### src/rtl/fib_sched.sv
// fib_sched: two-requester job scheduler that drives an external Fibonacci
// generator and returns F(N) on a result channel.
//
// Handshakes: every valid/ready pair transfers exactly on a rising edge where
// both are high. The producer holds valid (and its payload) until it sees
// ready, and may withdraw the request at any time without side effects. A
// consumer-side ready may be asserted before, with or after valid.
module fib_sched #(
  parameter int WIDTH    = 30,
  parameter int MAX_N    = 44,
  parameter int STEP_DIV = 1
) (
  input  logic             wb_clk_i,
  input  logic             reset,
  input  logic             req0_valid,
  input  logic [5:0]       req0_n,
  output logic             req0_ready,
  input  logic             req1_valid,
  input  logic [5:0]       req1_n,
  output logic             req1_ready,
  output logic             rsp_valid,
  output logic             rsp_id,
  output logic             rsp_err,
  output logic [WIDTH-1:0] rsp_value,
  input  logic             rsp_ready,
  output logic             gen_clear,
  output logic             gen_en,
  input  logic [WIDTH-1:0] gen_value,
  output logic             busy,
  output logic             irq,
  output logic [2:0]       o_dbg_state
);

  localparam logic [2:0] S_IDLE    = 3'd0;
  localparam logic [2:0] S_CLEAR   = 3'd1;
  localparam logic [2:0] S_STEP    = 3'd2;
  localparam logic [2:0] S_CAPTURE = 3'd3;
  localparam logic [2:0] S_RESP    = 3'd4;

  localparam int         DIV_W    = (STEP_DIV > 1) ? $clog2(STEP_DIV) : 1;
  localparam logic [DIV_W-1:0] DIV_LAST = DIV_W'(STEP_DIV - 1);
  localparam logic [6:0] MAX_N7   = 7'(MAX_N);

  logic [2:0]       r_state;
  logic             r_last;    // id granted most recently
  logic             r_id;
  logic             r_err;
  logic [WIDTH-1:0] r_value;
  logic [5:0]       r_cnt;     // gen_en pulses still to issue
  logic [DIV_W-1:0] r_div;     // cycles until the next gen_en pulse
  logic             r_first;   // high during the first RESP cycle

  logic       w_idle;
  logic       w_grant0;
  logic       w_grant1;
  logic       w_hs;
  logic [5:0] w_n;
  logic       w_fire;

  // Round-robin grant: a lone requester always wins, on contention the one
  // not granted last wins.
  always_comb begin
    w_idle   = (r_state == S_IDLE);
    w_grant0 = req0_valid && (!req1_valid || r_last);
    w_grant1 = req1_valid && (!req0_valid || !r_last);
    w_hs     = w_idle && (w_grant0 || w_grant1);
    w_n      = w_grant0 ? req0_n : req1_n;
    w_fire   = (r_state == S_STEP) && (r_div == '0);
  end

  // Job sequencing: accept, clear generator, step N times, capture, respond.
  always_ff @(posedge wb_clk_i) begin
    if (reset) begin
      r_state <= S_IDLE;
      r_last  <= 1'b1;
      r_id    <= 1'b0;
      r_err   <= 1'b0;
      r_value <= '0;
      r_cnt   <= '0;
      r_div   <= '0;
      r_first <= 1'b0;
    end else begin
      case (r_state)
        S_IDLE: begin
          if (w_hs) begin
            r_id   <= w_grant1;
            r_last <= w_grant1;
            r_cnt  <= w_n;
            if ({1'b0, w_n} > MAX_N7) begin
              // Out-of-range index: answer with an error, generator untouched.
              r_err   <= 1'b1;
              r_value <= '0;
              r_first <= 1'b1;
              r_state <= S_RESP;
            end else begin
              r_state <= S_CLEAR;
            end
          end
        end
        S_CLEAR: begin
          r_div   <= '0;
          r_state <= (r_cnt == 6'd0) ? S_CAPTURE : S_STEP;
        end
        S_STEP: begin
          if (w_fire) begin
            r_cnt <= r_cnt - 6'd1;
            r_div <= DIV_LAST;
            if (r_cnt == 6'd1) r_state <= S_CAPTURE;
          end else begin
            r_div <= r_div - 1'b1;
          end
        end
        S_CAPTURE: begin
          r_value <= gen_value;
          r_err   <= 1'b0;
          r_first <= 1'b1;
          r_state <= S_RESP;
        end
        S_RESP: begin
          r_first <= 1'b0;
          if (rsp_ready) r_state <= S_IDLE;
        end
        default: r_state <= S_IDLE;
      endcase
    end
  end

  // Outputs are forced low while reset is held so an aborted job shows nothing.
  always_comb begin
    req0_ready  = !reset && w_idle && w_grant0;
    req1_ready  = !reset && w_idle && w_grant1;
    rsp_valid   = !reset && (r_state == S_RESP);
    rsp_id      = !reset && r_id;
    rsp_err     = !reset && r_err;
    rsp_value   = reset ? '0 : r_value;
    gen_clear   = !reset && (r_state == S_CLEAR);
    gen_en      = !reset && w_fire;
    busy        = !reset && !w_idle;
    irq         = !reset && (r_state == S_RESP) && r_first;
    o_dbg_state = r_state;
  end

endmodule

### config.mk
export PLATFORM = sky130hd
export DESIGN_NAME = fib_sched
export DESIGN_NICKNAME = d
export VERILOG_FILES = /design/src/rtl/fib_sched.sv
export SDC_FILE = /design/constraint.sdc
export NUM_CORES = 1
export LEC_CHECK = 0
export ABC_AREA = 1
export CAP_MARGIN = 10
export CORE_MARGIN = 4
export CORE_UTILIZATION = 44
export DETAILED_ROUTE_END_ITERATION = 8
export MAX_ROUTING_LAYER = met4
export PLACE_DENSITY = 0.88
export REMOVE_ABC_BUFFERS = 1
export SLEW_MARGIN = 5
export SYNTH_ARGS = -nofsm -noshare
export SYNTH_HDL_FRONTEND = slang
export SYNTH_SLANG_ARGS = --single-unit
### constraint.sdc
create_clock -name wb_clk_i -period 1.6 [get_ports wb_clk_i]
set_clock_uncertainty 0.1 [all_clocks]
set_input_delay 0.16 -clock wb_clk_i [delete_from_list [all_inputs] [get_ports wb_clk_i]]
set_output_delay 0.16 -clock wb_clk_i [all_outputs]
set_load 0.05 [all_outputs]
# After elaboration in Yosys (flattened, before gate mapping)
# Cells that the tools add are included.
# word_totals
output_inout_bits	42
ff_bits	44
# classes
add_sub_neg	2
n_reduce_logical	33
n_mux	21
n_lt_le_gt_ge	1
bitwise	1
n_eq_ne	10
# op_table
cell	n
$mux W30	3
$pmux W30 S2	1
$mux W6	3
$mux W3	5
$pmux W3 S5	1
$logic_and A1 B1 Y1	14
$pmux W6 S2	1
$reduce_and A3 Y1	3
$eq A3 B2 Y1 const B	2
$eq A6 B1 Y1 const B	1
$gt A6 B6 Y1 const B	1
$logic_not A6 Y1	1
$ne A2 B1 Y1 const B	3
$reduce_bool A2 Y1	3
$sub A6 B1 Y6 const B	1
$logic_not A1 Y1	5
$mux W1	4
$ne A2 B2 Y1 const B	2
$pmux W1 S2	2
$reduce_and A4 Y1	1
$eq A3 B1 Y1 const B	1
$eq A3 B3 Y1 const B	1
$logic_not A3 Y1	1
$logic_or A1 B1 Y1	3
5 further kinds	5

# Logic depth before layout (Yosys ltp)
# Gate-level depths: netlist (run 1).
# logic_depth
depth_word	8
mapped_depth	13
ltp_nobuf	13

# Worst setup path after synthesis (run 1)
# No wires, ideal clock.
# synth_path
kind	flip-flop to output port
startpoint	register r_state[1] (netlist: o_dbg_state[1])
endpoint	output port gen_en
required_time_ns	1.340
path_stages_with_launch	3
n_path_buf	0
path_slack_ns	-0.691
arrival_time_ns	2.031
cell_sequence	dfxtp_1 nand2_1 nor3_1
# synth_via
elab_chain_cells	3
# synth_lines
item	line	source
start: declaration	44	logic [2:0] r_state;
start signal: assignment	102	r_state <= (r_cnt == 6'd0) ? S_CAPTURE : S_STEP;
$eq A3 B2 Y1	68	w_fire = (r_state == S_STEP) && (r_div == '0);
$logic_and A1 B1 Y1	68	
$logic_and A1 B1 Y1	137	gen_en = !reset && w_fire;
end: declaration	27	output logic gen_en,
# No other way between the ends.

# Worst setup path in the final report (run 1)
# layout_path
startpoint	register r_last
endpoint	register r_cnt[2]
# layout_via
elab_chain_cells	7
word_cells_on_any_way	12
# layout_lines
item	line	source
start: declaration	45	logic r_last;
start signal: assignment	87	r_last <= w_grant1;
$logic_not A1 Y1	65	w_grant1 = req1_valid && (!req0_valid || !r_last);
$logic_or A1 B1 Y1	65	
$logic_and A1 B1 Y1	65	
$logic_or A1 B1 Y1	66	w_hs = w_idle && (w_grant0 || w_grant1);
$logic_and A1 B1 Y1	66	
$ne A2 B1 Y1 (no line)	-	
$reduce_and A3 Y1 (no line)	-	
end signal: assignment	88	r_cnt <= w_n;
end signal: assignment	106	r_cnt <= r_cnt - 6'd1;
end: declaration	49	logic [5:0] r_cnt;
# Parallel ways exist; a longest one is shown, timed or not. The select of a mux whose other input is x is not followed.
# A chain may end at the register's enable or synchronous reset.

==> qor.yml, run 1 <==
layout:
  register_area_um2: 896
  area_growth_pct: 95.0
  antenna_cells: 0
  final_nets: 521
  layout-drive-gt1-share_pct: 42.0
  final_cells: 539
  fin_area_um2: 4510
  multi_input_area_um2: 1360
  final_common_cell: "buf_4"
  final_cell_mix: "buf_4, nand2_1, inv_1"
  nFillCells: 192
power_and_ir_drop:
  seqPwrFrac_pct: 27.1
  p_int_mw: 2.86
  power.density_nw_per_um2: 1190
  netSwitchingPower_mw: 2.52
  combPwrFrac_pct: 60.1
  vdd_ir_drop_max_uv: 1030
  p_leak_nw: 2.15
  p_clk_share_pct: 12.8
  power_mw: 5.38
  swShare_pct: 46.9
clock_network:
  cts_tree: "built"
  numCtsBuffers: 5
  insertion_delay_ns: 0.32
  clockBufferDepth: 2
  cts_sinks: 44
  htreeDepth: 2
  hold_buffers: 0
  clkTransAtPathRegs_ns: 0.09
  clockRootBuffer: "clkbuf_8"
place:
  post-place-cells: 520
  dpl.hpwl_um: 6170
  numPortBuffers: 88
  placed_area_um2: 4060
  finalWeightedCongestion: 0.944
setup_path:
  rr_startpoint: "r_last$_SDFFE_PP1P_"
  path_cells: "inv_4 > nand2_8 > nand2_4 > nand2_1 > nor2_2 > nor2_2 > nand2_2 > inv_2 > o21ai_1 > nor2_1"
  r2r-end: "r_cnt[2]$_SDFFE_PP0P_"
  critPathMostFrequentCell: "nor2_2"
  crit_family: "simple AND/OR/NAND/NOR gates"
  worstPathMaxFanout: 7
  path_buf_inv: 2
  critPathArrivalTime_ns: 1.93
  r2r_slack_ns: -0.22
  critical_path_class: "reg2reg"
  r2r_cells: 10
  slowest_delay_ns: 0.37
  critPathCaptureType: "flip-flop"
  worst_path_max_delay_cell: "dfxtp_4"
  path_depth: 10
  start_kind: "flip-flop"
  cp.required_ns: 1.70
sta:
  final-hold-violation-count: 0
  min_period_ns: 1.82
  relSlewSlack_pct: 75.3
  postLayoutSetupSlackWorst_ns: -0.225
  period_share_pct: 114
  holdWs_ns: 0.321
  fmax_ghz: 0.548
  drv_slew: 0
  finalSetupViolations: 44
  grt_setup_unrepaired: "yes"
  worstMarginPinSlew_ns: 0.369
  timing.setup.tns_ns: -6.60
outcome:
  status: "finished, violations left"
  violations: "negative setup slack"
yosys:
  synth_top_family_by_area: "simple AND/OR/NAND/NOR gates"
  synth_mux_area_share_pct: 0
  yosysSeqAreaShare_pct: 38.1
  synth_cells: 324
  yosys.area_share.simple_pct: 30.8
  ys_ff_latch: 44
  synth-xor-area-share_pct: 0.758
  synth-adder-area-share_pct: 1.62
  postSynthAreaPerCell_um2: 7.14
  synth_compound_area_share_pct: 15.9
  ys_warn_count: 0
  synth_area_um2: 2310
  synth.distinct_cells: 28
die:
  die_w_um: 80.5
  die_area_um2: 6480
  rows: 26
  die_h_um: 80.5
  coreArea_um2: 5110
  initial_utilization_pct: 45.3
  ios: 89
global_route:
  grt_antenna_before_repair: 0
  grt_pass1_vias: 3106
  overflow: 0
  grt_max_degree: 34
  grt_pass1_wl_um: 16100
  grt_util_all_layers_pct: 34.4
detailed_routing:
  first_pass_iters: 5
  m1WireLength_um: 4030
  vias: 3210
  drc: 0
  viasPerCell: 5.96
  route.met2.wl_um: 5900
  dr_wl_met3_um: 1230
  routed.top_layer: "met4"
  routedWlPerCell_um: 22.7
  drt_iter0_drc: 424
  wirelength_um: 12200
  drtAntennaViolNets: 0
min_path:
  hold_path_depth: 3
  min_from: "gen_value[16]"
  holdPathEnd: "r_value[16]$_SDFFE_PP0P_"
  min_path_type: "in2reg"
flow_run:
  cap_violations: 0
-- synthesized netlist by cell type (all sizes together) --
| cell | number | area [um^2] |
|---|---|---|
| xor2 | 1 | 8.76 |
| nand3b | 3 | 22.5 |
| inv | 55 | 206 |
| ha | 3 | 37.5 |
| dfxtp | 44 | 881 |
| a211oi | 3 | 22.5 |
| nor3 | 5 | 25.0 |
| xnor2 | 1 | 8.76 |
| nor2 | 29 | 111 |
| nand3 | 45 | 238 |
| nand2 | 71 | 304 |
| buf | 7 | 55.1 |
| clkbuf | 9 | 33.8 |
| and3 | 1 | 6.26 |
| o211ai | 1 | 7.51 |
| a21oi | 7 | 35.0 |
| or2 | 1 | 6.26 |
| o21ai | 38 | 303 |
-- layer usage --
| layer | up-vias | global-route usage (%) |
|---|---|---|
| met1 | 1470 | 34.2 |
| met4 | 0 | 23.0 |
| met2 | 306 | 59.5 |
| li1 | 1311 | - |
| met5 | - | - |
| met3 | 123 | 8.41 |
-- area by class of cell --
type | count | share of cell area (%)
Clock buffer | 5 | 1.53
Inverter | 55 | 4.64
Multi-Input combinational cell | 209 | 30.1
Sequential cell | 44 | 19.9
Tap cell | 70 | 1.94
Timing Repair Buffer | 156 | 41.9
-- cells by family (layout without fill, tap and decap cells) --
kind of cell,Yosys count,after routing
AOI/OAI and AO/OA,49,49
xor gates and xnor gates,2,2
buffers and inverters,71,216
and+or+nand+nor,155,155
adders and majority gates,3,3
DFF,44,44
-- worst reg2reg max path, delay by kind of cell, from the launching register on --
family	cells	cell delay (ns)
flip-flops	1	0.37
buffers and inverters	2	0.21
AO/OA/AOI/OAI	1	0.22
AND/OR/NAND/NOR	7	0.82
-- state kept, by name (all words and copies together), names as in the netlist --
register,flops
o_dbg_state,3
r_cnt,6
r_div,1
r_err,1
r_first,1
r_id,1
r_last,1
r_value,30
-- worst max path at each step --
stage                                            from                        to  slack, ns
after floorplan           o_dbg_state[1]$_SDFFE_PP0P_                    gen_en      -0.69
final                             r_last$_SDFFE_PP1P_     r_cnt[2]$_SDFFE_PP0P_      -0.22
after CTS                         r_last$_SDFFE_PP1P_  r_value[21]$_SDFFE_PP0P_      -0.06
after global routing              r_last$_SDFFE_PP1P_   r_value[6]$_SDFFE_PP0P_      -0.23
after detailed placement                   req0_valid   r_value[8]$_SDFFE_PP0P_      -0.34
after global placement                     req0_valid     r_cnt[0]$_SDFFE_PP0P_      -0.25
-- power by group through the flow --
stage	combinational [mW]	clock, mW	sequential, mW
floorplan	1.21	0	1.46
global placement	2.28	0	1.38
detailed placement	2.40	0	1.39
CTS	2.81	0.656	1.40
global route	3.32	0.702	1.45
finish	3.23	0.688	1.45
-- per-stage QoR --
stage | util, % | setup WS, ns
final | 88.3 | -0.225
after global routing | 88.3 | -0.234
after CTS | 85.8 | -0.0636
after detailed placement | 79.4 | -0.341
after global placement | 79.4 | -0.255
after floorplan | - | -0.691
-- what timing repair did --
item                       in CTS  in global routing
gates resized for setup        33                 45
setup buffers                  12                  5
gates cloned                    2                  0
setup endpoints to repair      50                 47
pin swaps                       9                 16
(Power assumes the default switching activity.)
==> inputs of run 2 (changes only) <==
--- a/config.mk
+++ b/config.mk
@@ -11,7 +11,7 @@
 export CORE_UTILIZATION = 44
 export DETAILED_ROUTE_END_ITERATION = 8
 export MAX_ROUTING_LAYER = met4
-export PLACE_DENSITY = 0.88
+export PLACE_DENSITY = 0.8
 export REMOVE_ABC_BUFFERS = 1
 export SLEW_MARGIN = 5
 export SYNTH_ARGS = -nofsm -noshare
==> qor.yml, run 2 (synthesis results as in run 1) <==
global_route:
  grt_max_degree: 35  # +2.9%
  grt_pass1_vias: 2809  # -9.6%
  grt_antenna_before_repair: 0  # unchanged
  grt_pass1_wl_um: 13100  # -19%
  overflow: 0  # unchanged
  grt_util_all_layers_pct: 26.6  # -7.8 points
power_and_ir_drop:
  vdd_ir_drop_max_uv: 965  # -6.1%
  p_leak_nw: 2.15  # about the same
  power.density_nw_per_um2: 1130  # -5.0%
  power_mw: 5.03  # -6.4%
setup_path:
  r2r-end: "r_value[12]$_SDFFE_PP0P_"
  critPathArrivalTime_ns: 1.84  # -0.09 ns
  r2r_slack_ns: -0.15  # +0.08 ns
  critPathCaptureType: "flip-flop"
  cp.required_ns: 1.69  # about the same
  critPathLaunch: "r_last$_SDFFE_PP1P_"
  start_kind: "flip-flop"
  endpoint: "r_value[12]$_SDFFE_PP0P_"
  critical_path_class: "reg2reg"
  worstPathMaxFanout: 6  # -1
  r2r_cells: 12  # +2
  rr_startpoint: "r_last$_SDFFE_PP1P_"
die:
  die_w_um: 80.5  # unchanged
  ios: 89  # unchanged
  die_h_um: 80.5  # unchanged
  die_area_um2: 6480  # unchanged
  rows: 26  # unchanged
  coreArea_um2: 5110  # unchanged
  initial_utilization_pct: 45.3  # unchanged
clock_network:
  cts_sinks: 44  # unchanged
  hold_buffers: 0  # unchanged
  clkTransAtPathRegs_ns: 0.08  # about the same
  clockBufferDepth: 2  # unchanged
  cts_tree: "built"
  htreeDepth: 2  # unchanged
  insertion_delay_ns: 0.30  # -0.02 ns
  numCtsBuffers: 5  # unchanged
  clockRootBuffer: "clkbuf_8"
detailed_routing:
  viasPerCell: 5.40  # -9.3%
  drtAntennaViolNets: 0  # unchanged
  first_pass_iters: 7  # +2
  drc: 0  # unchanged
  routedWlPerCell_um: 18.6  # -18%
  wirelength_um: 10000  # -18%
  vias: 2912  # -9.3%
  drt_iter0_drc: 174  # -59%
layout:
  nFillCells: 223  # +16%
  final_cells: 539  # unchanged
  largest-register: "r_value"
  final_nets: 518  # -0.58%
  area_growth_pct: 92.0
  largest_reg_flops: 30  # unchanged
  final_cell_mix: "buf_4, nand2_1, inv_1"
  antenna_cells: 0  # unchanged
  layout-drive-gt1-share_pct: 40.3  # -1.7 points
  fin_area_um2: 4440  # -1.5%
  final_common_cell: "buf_4"
sta:
  postLayoutSetupSlackWorst_ns: -0.148  # +0.0771 ns
  period_share_pct: 109  # -4.8 points
  min_period_ns: 1.75  # -0.0771 ns
  holdWs_ns: 0.333  # +0.0114 ns
  drv_slew: 0  # unchanged
  final-hold-violation-count: 0  # unchanged
  fmax_ghz: 0.572  # +4.4%
  grt_setup_unrepaired: "yes"
  worstMarginPinSlew_ns: 0.324  # -0.0454 ns
  relSlewSlack_pct: 78.4  # +3.1 points
  finalSetupViolations: 39  # -11%
outcome:
  violations: "negative setup slack"
  status: "finished, violations left"
place:
  place_worst_setup_slack_ns: -0.283  # +0.0584 ns
  dpl.hpwl_um: 5730  # -7.2%
  numPortBuffers: 88  # unchanged
  placed_area_um2: 4050  # -0.19%
  post-place-cells: 524  # +0.77%
  finalWeightedCongestion: 0.865  # -8.3%
min_path:
  min_path_type: "in2reg"
flow_run:
  cap_violations: 0  # unchanged
run 2: cell count changes in the layout (fill, tap and decap cells not counted), moves of 3 or more:
cell and change:
a211oi_2 +3, o21ai_2 +5, dfxtp_2 +3, a211oi_1 -3, buf_12 -4, nand3_1 +3, nand2_1 +3, dfxtp_4 -3
nand3_2 -3, o21ai_4 -5
run 2: how the worst min path moves through the flow:
stage | start | endpoint | slack (ns) | cells after the start
floorplan | reset | o_dbg_state[1]$_SDFFE_PP0P_ | 0.13 | 1
global placement | r_first$_SDFFE_PP0P_ | r_first$_SDFFE_PP0P_ | 0.34 | 2
detailed placement | r_err$_SDFFE_PP0P_ | r_err$_SDFFE_PP0P_ | 0.35 | 2
CTS | gen_value[22] | r_value[22]$_SDFFE_PP0P_ | 0.34 | 3
global route | gen_value[20] | r_value[20]$_SDFFE_PP0P_ | 0.33 | 3
finish | gen_value[27] | r_value[27]$_SDFFE_PP0P_ | 0.33 | 3
run 2: metrics by stage:
step                      utilization [%]  TNS, ns
after CTS                            82.6   -0.253
after global routing                 86.9    -7.41
after detailed placement             79.3   -10.08
after floorplan                         -   -11.99
after global placement               79.3    -8.67
final                                86.9    -4.11
run 2: where the power goes:
part	leakage [nW]	internal (mW)	switching (mW)
logic	1.75	1.19	1.69
registers	0.359	1.27	0.143
clock network	0.0455	0.353	0.384
run 2: area by class of cell:
| type | instances | area [um^2] | area share (%) |
|---|---|---|---|
| inverter | 55 | 209 | 4.71 |
| multi-input combinational | 209 | 1300 | 29.2 |
| sequential | 44 | 888 | 20.0 |
| tap | 70 | 87.6 | 1.97 |
| timing repair buffer | 153 | 1870 | 42.1 |
| clock buffer | 8 | 90.1 | 2.03 |
run 2: metal layers:
metal,vias up,global-route usage (%),share of wire (%)
met2,193,50.2,51
li1,1313,-,-
met4,0,6.59,6.3
met3,60,4.60,7.1
met5,-,-,0
met1,1346,28.7,35
run 2: worst max-delay path, cell delays in order, from the launching register on:
cell and delay [ns]:
dfxtp_2 0.37, inv_2 0.06, nand2_4 0.09, nand2_4 0.10, nand2_2 0.10, nand2_2 0.09, nand2_2 0.10, nand2_2 0.07
nand2_4 0.08, nand3_4 0.11, nand2_8 0.15, clkbuf_16 0.16, o21ai_2 0.05
run 2: what timing repair did:
item	4_1_cts	5_1_grt
pin swaps	2	7
resized for setup	18	36
endpoints found under the setup margin	71	46
cloned	1	3
setup buffers	1	2
